**src/rtl/ddr3_cmd_decoder.sv**
```systemverilog
// rtl/ddr3_cmd_decoder.sv - DDR3 command bus decoder with mode-register shadows, bank tracking and timing checks
module ddr3_cmd_decoder #(
  parameter int BA_BITS   = 3,
  parameter int ADDR_BITS = 14,
  parameter int TRCD      = 6,
  parameter int TRP       = 6,
  parameter int TMRD      = 4,
  parameter int TRFC      = 44
) (
  input  logic                    clk,
  input  logic                    rst_n,
  input  logic                    cke,
  input  logic                    cs_n,
  input  logic                    ras_n,
  input  logic                    cas_n,
  input  logic                    we_n,
  input  logic [BA_BITS-1:0]      ba,
  input  logic [ADDR_BITS-1:0]    addr,
  output logic                    cmd_valid,
  output logic [2:0]              cmd_code,
  output logic [BA_BITS-1:0]      cmd_ba,
  output logic [ADDR_BITS-1:0]    cmd_addr,
  output logic                    cmd_ap,
  output logic [ADDR_BITS-1:0]    mr0,
  output logic [ADDR_BITS-1:0]    mr1,
  output logic [ADDR_BITS-1:0]    mr2,
  output logic [ADDR_BITS-1:0]    mr3,
  output logic [(1<<BA_BITS)-1:0] bank_open,
  output logic                    err_valid,
  output logic [2:0]              err_code,
  output logic [7:0]              err_count
);

  localparam int NB = 1 << BA_BITS;
  localparam int CW = 8;

  localparam logic [2:0] C_MRS = 3'd0;
  localparam logic [2:0] C_REF = 3'd1;
  localparam logic [2:0] C_PRE = 3'd2;
  localparam logic [2:0] C_ACT = 3'd3;
  localparam logic [2:0] C_WR  = 3'd4;
  localparam logic [2:0] C_RD  = 3'd5;

  localparam logic [2:0] E_ACT_OPEN  = 3'd1;
  localparam logic [2:0] E_RW_CLOSED = 3'd2;
  localparam logic [2:0] E_TRCD      = 3'd3;
  localparam logic [2:0] E_TRP       = 3'd4;
  localparam logic [2:0] E_TMRD      = 3'd5;
  localparam logic [2:0] E_REF_OPEN  = 3'd6;
  localparam logic [2:0] E_TRFC      = 3'd7;

  logic [2:0]    op;
  logic          live;
  logic          is_rw;
  logic          err_hit;
  logic [2:0]    err_sel;
  logic [CW-1:0] trcd_q [NB];
  logic [CW-1:0] trp_q  [NB];
  logic [CW-1:0] tmrd_q;
  logic [CW-1:0] trfc_q;

  // The strobe triple maps directly onto the command code; 3'b111 is NOP.
  assign op    = {ras_n, cas_n, we_n};
  assign live  = cke && !cs_n && (op != 3'b111);
  assign is_rw = (op == C_RD) || (op == C_WR);

  always_comb begin
    err_hit = 1'b0;
    err_sel = 3'd0;
    if (live) begin
      if (tmrd_q != '0) begin
        err_hit = 1'b1; err_sel = E_TMRD;
      end else if (trfc_q != '0) begin
        err_hit = 1'b1; err_sel = E_TRFC;
      end else if (op == C_ACT && trp_q[ba] != '0) begin
        err_hit = 1'b1; err_sel = E_TRP;
      end else if (op == C_ACT && bank_open[ba]) begin
        err_hit = 1'b1; err_sel = E_ACT_OPEN;
      end else if (is_rw && !bank_open[ba]) begin
        err_hit = 1'b1; err_sel = E_RW_CLOSED;
      end else if (is_rw && trcd_q[ba] != '0) begin
        err_hit = 1'b1; err_sel = E_TRCD;
      end else if (op == C_REF && |bank_open) begin
        err_hit = 1'b1; err_sel = E_REF_OPEN;
      end
    end
  end

  always_ff @(posedge clk or negedge rst_n) begin
    if (!rst_n) begin
      cmd_valid <= 1'b0;
      cmd_code  <= '0;
      cmd_ba    <= '0;
      cmd_addr  <= '0;
      cmd_ap    <= 1'b0;
      mr0       <= '0;
      mr1       <= '0;
      mr2       <= '0;
      mr3       <= '0;
      bank_open <= '0;
      err_valid <= 1'b0;
      err_code  <= '0;
      err_count <= '0;
      tmrd_q    <= '0;
      trfc_q    <= '0;
      for (int i = 0; i < NB; i++) begin
        trcd_q[i] <= '0;
        trp_q[i]  <= '0;
      end
    end else begin
      cmd_valid <= live;
      cmd_code  <= live ? op : 3'd0;
      cmd_ba    <= live ? ba : '0;
      cmd_addr  <= live ? addr : '0;
      cmd_ap    <= live && (is_rw || op == C_PRE) && addr[10];
      err_valid <= err_hit;
      err_code  <= err_sel;
      if (err_hit && err_count != 8'hFF)
        err_count <= err_count + 8'd1;

      // Free-running saturating decrements; command loads below take precedence.
      tmrd_q <= (tmrd_q != '0) ? tmrd_q - 1'b1 : tmrd_q;
      trfc_q <= (trfc_q != '0) ? trfc_q - 1'b1 : trfc_q;
      for (int i = 0; i < NB; i++) begin
        trcd_q[i] <= (trcd_q[i] != '0) ? trcd_q[i] - 1'b1 : trcd_q[i];
        trp_q[i]  <= (trp_q[i]  != '0) ? trp_q[i]  - 1'b1 : trp_q[i];
      end

      if (live) begin
        case (op)
          C_MRS: begin
            tmrd_q <= CW'(TMRD - 1);
            if (!ba[2]) begin
              case (ba[1:0])
                2'd0:    mr0 <= addr;
                2'd1:    mr1 <= addr;
                2'd2:    mr2 <= addr;
                default: mr3 <= addr;
              endcase
            end
          end
          C_REF: trfc_q <= CW'(TRFC - 1);
          C_PRE: begin
            if (addr[10]) begin
              bank_open <= '0;
              for (int i = 0; i < NB; i++) trp_q[i] <= CW'(TRP - 1);
            end else begin
              bank_open[ba] <= 1'b0;
              trp_q[ba]     <= CW'(TRP - 1);
            end
          end
          C_ACT: begin
            bank_open[ba] <= 1'b1;
            trcd_q[ba]    <= CW'(TRCD - 1);
          end
          C_WR, C_RD: begin
            if (addr[10]) begin
              bank_open[ba] <= 1'b0;
              trp_q[ba]     <= CW'(TRP - 1);
            end
          end
          default: ;
        endcase
      end
    end
  end

endmodule

```
**config.mk**
```make
export PLATFORM = sky130hd
export DESIGN_NAME = ddr3_cmd_decoder
export DESIGN_NICKNAME = d
export VERILOG_FILES = /design/src/rtl/ddr3_cmd_decoder.sv
export SDC_FILE = /design/constraint.sdc
export NUM_CORES = 1
export LEC_CHECK = 0
export BUFFER_PORTS_ARGS = -buffer_cell sky130_fd_sc_hd__clkbuf_2
export CAP_MARGIN = 20
export CORE_AREA = 10 10 192 194
export DETAILED_ROUTE_END_ITERATION = 16
export DIE_AREA = 0 0 202 204
export GPL_ROUTABILITY_DRIVEN = 0
export PLACE_DENSITY_LB_ADDON = 0.3
export SYNTH_ARGS = -nofsm -noshare
export SYNTH_HDL_FRONTEND = slang
export SYNTH_SLANG_ARGS = --single-unit
```
**constraint.sdc**
```tcl
create_clock -name clk -period 6.7 [get_ports clk]
set_clock_uncertainty 0.05 [all_clocks]
set_input_delay 1.34 -clock clk [delete_from_list [all_inputs] [get_ports clk]]
set_output_delay 1.34 -clock clk [all_outputs]
set_load 0.02 [all_outputs]
```
==> results of run 1 <==
-- sequential cells by signal, summed over array words and instances (netlist names) --
register,count
bank_open,8
cmd_addr,14
cmd_ap,1
cmd_ba,3
cmd_code,3
cmd_valid,1
err_code,3
err_count,8
err_valid,1
mr0,14
mr1,14
mr2,14
mr3,14
tmrd_q,8
trcd_q,64
trfc_q,8
trp_q,64
-- stage by stage --
step           power (mW)  cells  hold slack [ns]  util, %  worst slack, ns
6_report             5.63   1686            0.445     40.3             3.01
2_1_floorplan        3.77   1083            0.451        -             3.32
5_1_grt              6.11   1686            0.465     40.3             2.81
3_3_place_gp         4.20   1636            0.434     37.8             2.49
3_5_place_dp         4.26   1637            0.437     37.8             2.44
4_1_cts              5.70   1686            0.448     40.3             3.00
-- per-layer routing --
layer / track usage [%] / vias to the layer above / wire, um
li1: - / 3926 / -
met1: 16.5 / 4006 / 12000
met2: 20.3 / 154 / 12300
met3: 3.19 / 47 / 1510
met4: 3.54 / 0 / 605
met5: 0 / - / 0
-- path summary, 6_finish.rpt --
kind	from	endpoint	slack [ns]	cells past startpoint
worst max-delay path	ba[0]	err_count[2]$_DFFE_PN0P_	3.01	8
worst min-delay path	err_count[5]$_DFFE_PN0P_	err_count[5]$_DFFE_PN0P_	0.44	1
worst max register to register	trp_q[24]$_DFF_PN0_	err_count[2]$_DFFE_PN0P_	3.59	7
worst min register to register	err_count[5]$_DFFE_PN0P_	err_count[5]$_DFFE_PN0P_	0.44	1
max in group asynchronous	rst_n	mr0[2]$_DFFE_PN0P_	4.59	2
min in group asynchronous	rst_n	trfc_q[4]$_DFF_PN0_	0.67	1
-- area by class of cell --
class / count / area share [%]
Sequential cell: 242 / 45.3
Multi-Input combinational cell: 776 / 37.9
Clock buffer: 39 / 5.87
Timing Repair Buffer: 126 / 5.01
Tap cell: 448 / 4.20
Inverter: 45 / 1.26
Clock inverter: 10 / 0.412
-- power groups by stage --
stage | sequential, mW | combinational, mW | clock (mW)
2_1_floorplan | 2.45 | 1.32 | 0
3_3_place_gp | 2.50 | 1.70 | 0
3_5_place_dp | 2.50 | 1.76 | 0
4_1_cts | 2.49 | 1.76 | 1.45
5_1_grt | 2.57 | 2.02 | 1.51
6_report | 2.49 | 1.73 | 1.40
-- cell usage in the layout, fill, tap and decap left out, types with 2 or more instances in the layout --
cell type   count
o211a_1         3
nor4b_1        12
nor4_1         21
clkbuf_8        2
a21oi_1        19
or4_1          13
o21ai_0        23
nor2_1        166
mux2_4          2
nor3_1         33
a221oi_1        8
clkbuf_1        8
a21o_1          5
nand3_1        17
nand3b_1       11
nor3b_1         4
nand2_1       130
clkbuf_16      29
xnor2_1        61
a211oi_1        2
a2111oi_0       2
o31ai_1         8
ha_1           37
mux2_2         56
and2_1         28
a21boi_0        3
nor2b_1         3
inv_1          45
nand2b_1       13
or4b_2          2
clkinv_2        8
dfrtp_1       242
xor2_1         61
and3b_1         3
nand4_1         4
mux4_2          2
a31oi_1         2
buf_4           3
clkbuf_2      120
clkinvlp_4      2
-- kinds of logic after synthesis --
| group | Yosys count |
|---|---|
| simple gates | 470 |
| flops | 242 |
| xor+xnor | 122 |
| compound gates | 86 |
| buf+inv | 65 |
| mux | 61 |
| fa+ha+maj | 37 |
==> qor.yml, run 1 <==
status: "finished clean"
post_cts_buffers: 0
ios: 122
synth_flop_cell: "dfrtp_1"
yosys_warnings: 0
arrival_ns: 4.07
clkPwrFrac_pct: 24.9
synth.top_cells.by_area: "dfrtp_1 53%, mux2_2 5.5%, nor2_1 5.5%, xnor2_1 4.7%, xor2_1 4.7%"
synthAdderAreaFrac_pct: 4.07
crit_family: "simple AND/OR/NAND/NOR gates"
synth_edf_count: 0
cp_data_required_time_ns: 7.07
crit_chain: "clkbuf_2 -> or4_1 -> o31ai_1 -> a31oi_1 -> o31ai_1 -> and4bb_1 -> nor3b_2 -> mux2_4"
hold_class: "flip-flop to flip-flop"
drt-initial-drc-count: 354
nets: 1280
powerDensity_nw_per_um2: 422
io_buffers: 121
grt_max_degree: 182
viasPerCell: 4.82
track_usage_pct: 12.6
p_seq_share_pct: 44.3
regArea_um2: 6060
seq_area_frac_synth_pct: 53.2
holdBufCountCts: 0
final_area_um2: 13400
post-dp-hpwl_um: 18900
nFillCells: 3280
yosys-mux-area-fraction_pct: 6.29
wl_um: 26400
wl_per_cell_um: 15.7
initial_core_util_pct: 34.4
clk_transition_reported_paths_ns: 0.06
yosys.area.top_type: "dfrtp_1"
setup_viol: 0
endpoint_kind: "flip-flop"
worst_path_max_delay_cell: "or4_1"
die_w_um: 202
p_int_mw: 3.59
ys_async_sr_fraction_pct: 100
synth-compound-area-share_pct: 4.96
clockRootBuffer: "clkbuf_16"
antenna_found_initial: 0
die_area_um2: 41200
grt_pass1_vias: 8249
drc: 0
multi_input_area_um2: 5060
synth_commonest_cells: "242 x dfrtp_1, 166 x nor2_1, 130 x nand2_1, 61 x xnor2_1, 61 x xor2_1"
synth_area_per_cell_um2: 10.5
tightest_slew_ns: 1.03
htree_num_levels: 1
p_sw_mw: 2.04
clock_path_buffers: 3
slew-limit-headroom_pct: 31.3
synth.distinct_cells: 60
crit_top_cell: "o31ai_1"
ant_nets: 0
rsz0062_at_grt: "no"
yosysTopAreaCellShare_pct: 53.2
area_growth_syn_to_layout_pct: 17.4
cp_max_fo: 32
core_um2: 33100
grt_pass1_wl_um: 43400
swShare_pct: 36.2
vias: 8133
cts_resized: 0
finalCritPeriodShare_pct: 55.1
crit_type: "input pin to flip-flop"
postSynthCellCount: 1083
ir_drop_uv: 247
synth_top_family_by_area: "simple AND/OR/NAND/NOR gates"
finalCriticalPeriod_ns: 3.69
cts_tree: "yes"
yosysMostFrequentCell: "dfrtp_1"
rows: 67
power_frac_comb_pct: 30.8
setup-tns-final_ns: 0
maxCapViolCount: 0
syn_area_um2: 11400
synth_seq_cells: 242
dpl_cell_area_um2: 12500
hold_viol_final: 0
synth-xor-area-share_pct: 9.39
clock.fmax_ghz: 0.271
drt_first_pass_iters: 5
cts_buffers: 28
die_h_um: 204
syn-num-nets: 1144
cpPeakStageDelay_ns: 0.64
drive_above_1_share_pct: 18.9
insertion_delay_ns: 0.54
start_kind: "input pin"
yosys.area_share.simple_pct: 19.8
final_max_slew_viol_count: 0
grt_overflow: 0
antenna_cells: 0
cts.sink_count: 242
p_leak_nw: 6.45
path_buf_inv: 1
No activity file was read; power rests on OpenSTA's default activity.
==> inputs of run 2 (changes only) <==
--- a/config.mk
+++ b/config.mk
@@ -5,11 +5,12 @@
 export SDC_FILE = /design/constraint.sdc
 export NUM_CORES = 1
 export LEC_CHECK = 0
+export ABC_AREA = 1
 export BUFFER_PORTS_ARGS = -buffer_cell sky130_fd_sc_hd__clkbuf_2
 export CAP_MARGIN = 20
-export CORE_AREA = 10 10 192 194
+export CORE_AREA = 10 10 196 198
 export DETAILED_ROUTE_END_ITERATION = 16
-export DIE_AREA = 0 0 202 204
+export DIE_AREA = 0 0 206 208
 export GPL_ROUTABILITY_DRIVEN = 0
 export PLACE_DENSITY_LB_ADDON = 0.3
 export SYNTH_ARGS = -nofsm -noshare
==> constraint.sdc (replaced) <==
create_clock -name clk -period 3.4 [get_ports clk]
set_clock_uncertainty 0.05 [all_clocks]
set_input_delay 0.68 -clock clk [delete_from_list [all_inputs] [get_ports clk]]
set_output_delay 0.68 -clock clk [all_outputs]
set_load 0.02 [all_outputs]
==> qor.yml, run 2 <==
status: "finished clean"
slew-limit-headroom_pct: 53.3
multi_input_area_um2: 5110
viasPerCell: 4.65
yosys.area.top_type: "dfrtp_1"
nets: 1601
clock.fmax_ghz: 0.483
drc: 0
synth_area_per_cell_um2: 8.56
cts_tree: "yes"
finalCritPeriodShare_pct: 60.9
maxCapViolCount: 0
clockRootBuffer: "clkbuf_16"
grt_busiest_layer: "met2"
synth_edf_count: 0
grt_max_degree: 86
postSynthCellCount: 1395
synth_commonest_cells: "256 x nand2_1, 250 x nor2_1, 242 x dfrtp_1, 169 x inv_1, 87 x o21ai_0"
clock_path_buffers: 3
ys_async_sr_fraction_pct: 100
cpPeakStageDelay_ns: 0.39
drt-initial-drc-count: 564
top_regs: "trcd_q: 64 flops, trp_q: 64 flops"
core_um2: 34400
syn_area_um2: 11900
dp_cells: 1965
ios: 122
holdBufCountCts: 0
die_area_um2: 42800
hold_viol_final: 0
p_seq_share_pct: 39.8
syn-num-nets: 1456
setup_viol: 0
p_int_mw: 7.44
clkPwrFrac_pct: 27.9
post-dp-hpwl_um: 21700
vias: 9370
ff2ff_path_depth: 13
insertion_delay_ns: 0.56
setup-tns-final_ns: 0
drt_first_pass_iters: 5
cp_max_fo: 7
hold_class: "input pin to async pin"
synth_top_family_by_area: "simple AND/OR/NAND/NOR gates"
pre_cts_slack_ns: 0.802
htree_num_levels: 1
ir_drop_uv: 456
start_kind: "input pin"
dpl_cell_area_um2: 13100
crit_top_cell: "inv_1"
grt_pass1_wl_um: 48300
post_cts_buffers: 0
grtUsageMet3_pct: 2.24
power_frac_comb_pct: 32.2
initial_core_util_pct: 34.8
powerDensity_nw_per_um2: 833
final_area_um2: 14200
synth_flop_cell: "dfrtp_1"
crit_family: "buffers and inverters"
rsz0062_at_grt: "no"
clk_transition_reported_paths_ns: 0.06
synthAdderAreaFrac_pct: 3.87
met2_usage_pct: 22.1
grt_overflow: 0
wl_um: 29200
crit_type: "input pin to flip-flop"
cts_buffers: 28
endpoint_kind: "flip-flop"
swShare_pct: 37.0
path_buf_inv: 4
yosysTopAreaCellShare_pct: 50.7
final_max_slew_viol_count: 0
timing.rr.start: "trcd_q[34]$_DFF_PN0_"
yosys.area_share.simple_pct: 24.7
yosys_warnings: 0
layout_setup_ws_ns: 1.33
worst-r2r-setup-slack_ns: 1.41
grtUsageMet1_pct: 17.9
rows: 68
nFillCells: 3445
finish.utilization_pct: 41.2
cts_resized: 0
drive_above_1_share_pct: 15.6
synth-xor-area-share_pct: 7.18
antenna_found_initial: 0
synth.top_cells.by_area: "dfrtp_1 51%, nand2_1 8.0%, nor2_1 7.9%, xor2_1 6.1%, inv_1 5.3%"
final_cell_mix: "256 x nand2_1, 250 x nor2_1, 242 x dfrtp_1, 169 x inv_1, 120 x clkbuf_2"
ant_nets: 0
yosysMostFrequentCell: "nand2_1"
arrival_ns: 2.46
tightest_slew_ns: 0.701
layout.cells.non_filler: 2017
crit_chain: "clkbuf_2 -> inv_4 -> nand2_1 -> nor2_1 -> o21ai_0 -> a21oi_1 -> inv_1 -> o211ai_1 -> inv_1"
grt_pass1_vias: 9410
reg2reg_to: "err_count[6]$_DFFE_PN0P_"
worst_path_max_delay_cell: "a21oi_1"
track_usage_pct: 13.5
synth_seq_cells: 242
io_buffers: 121
yosys-mux-area-fraction_pct: 0
regArea_um2: 6060
cts.sink_count: 242
cp_data_required_time_ns: 3.79
die_w_um: 206
seq_area_frac_synth_pct: 50.7
mostFrequentLayoutCell: "nand2_1"
p_sw_mw: 4.37
area_growth_syn_to_layout_pct: 18.6
wl_per_cell_um: 14.5
p_leak_nw: 7.18
die_h_um: 208
finalCriticalPeriod_ns: 2.07
antenna_cells: 0
synth-compound-area-share_pct: 7.08
synth.distinct_cells: 43
==> run 2: worst max-delay path by stage <==
stage	start	end	slack, ns	cells past startpoint
floorplan	cke	trp_q[21]$_DFF_PN0_	1.38	11
global placement	ba[0]	trp_q[11]$_DFF_PN0_	0.82	9
detailed placement	ba[0]	trp_q[11]$_DFF_PN0_	0.80	9
CTS	ba[0]	err_count[6]$_DFFE_PN0P_	1.37	13
global route	ba[0]	trp_q[11]$_DFF_PN0_	1.10	9
finish	ba[0]	trp_q[11]$_DFF_PN0_	1.33	9
==> run 2: cells by family after synthesis <==
family                     after synthesis
buffers and inverters                  201
xor gates and xnor gates                98
and+or+nand+nor                        675
AOI/OAI and AO/OA                      142
DFF                                    242
adders and majority gates               37
==> run 2: worst register-to-register path: stages, from the launching register on <==
cell and delay, ns:
dfrtp_1 0.43, nor2_1 0.18, nand3_1 0.09, nor2_1 0.25
nor2_1 0.09, nor2_1 0.11, nand2_1 0.06, nand3_1 0.12
nand2_1 0.11, inv_2 0.09, nand2_4 0.09, nand3_4 0.12
nand2_1 0.07, nand2_1 0.07
==> run 2: per-layer routing <==
layer,vias to the layer above,wire [um]
met5,-,0
met4,0,719
met3,45,1110
met2,157,13900
met1,4484,13500
li1,4684,-
==> run 2: power by group through the flow <==
stage                     registers [mW]  logic, mW  clock network (mW)
after floorplan                     4.67       2.86                   0
after global placement              4.72       3.73                   0
after detailed placement            4.73       3.83                   0
after CTS                           4.70       3.85                3.38
after global routing                4.84       4.43                3.50
final                               4.70       3.81                3.29
==> run 2: layout make-up <==
cell class / instances / area share, %
clock buffers: 33 / 5.29
flip-flops and latches: 242 / 42.7
multi-input cells: 952 / 36.1
well taps: 455 / 4.02
repair buffers: 129 / 4.94
clock inverters: 19 / 1.93
inverters: 187 / 5.01
==> run 2: through the flow <==
stage / hold slack (ns) / total power, mW
4_1_cts: 0.0852 / 11.9
5_1_grt: 0.112 / 12.8
3_5_place_dp: 0.423 / 8.55
3_3_place_gp: 0.415 / 8.45
2_1_floorplan: 0.334 / 7.53
6_report: 0.0647 / 11.8
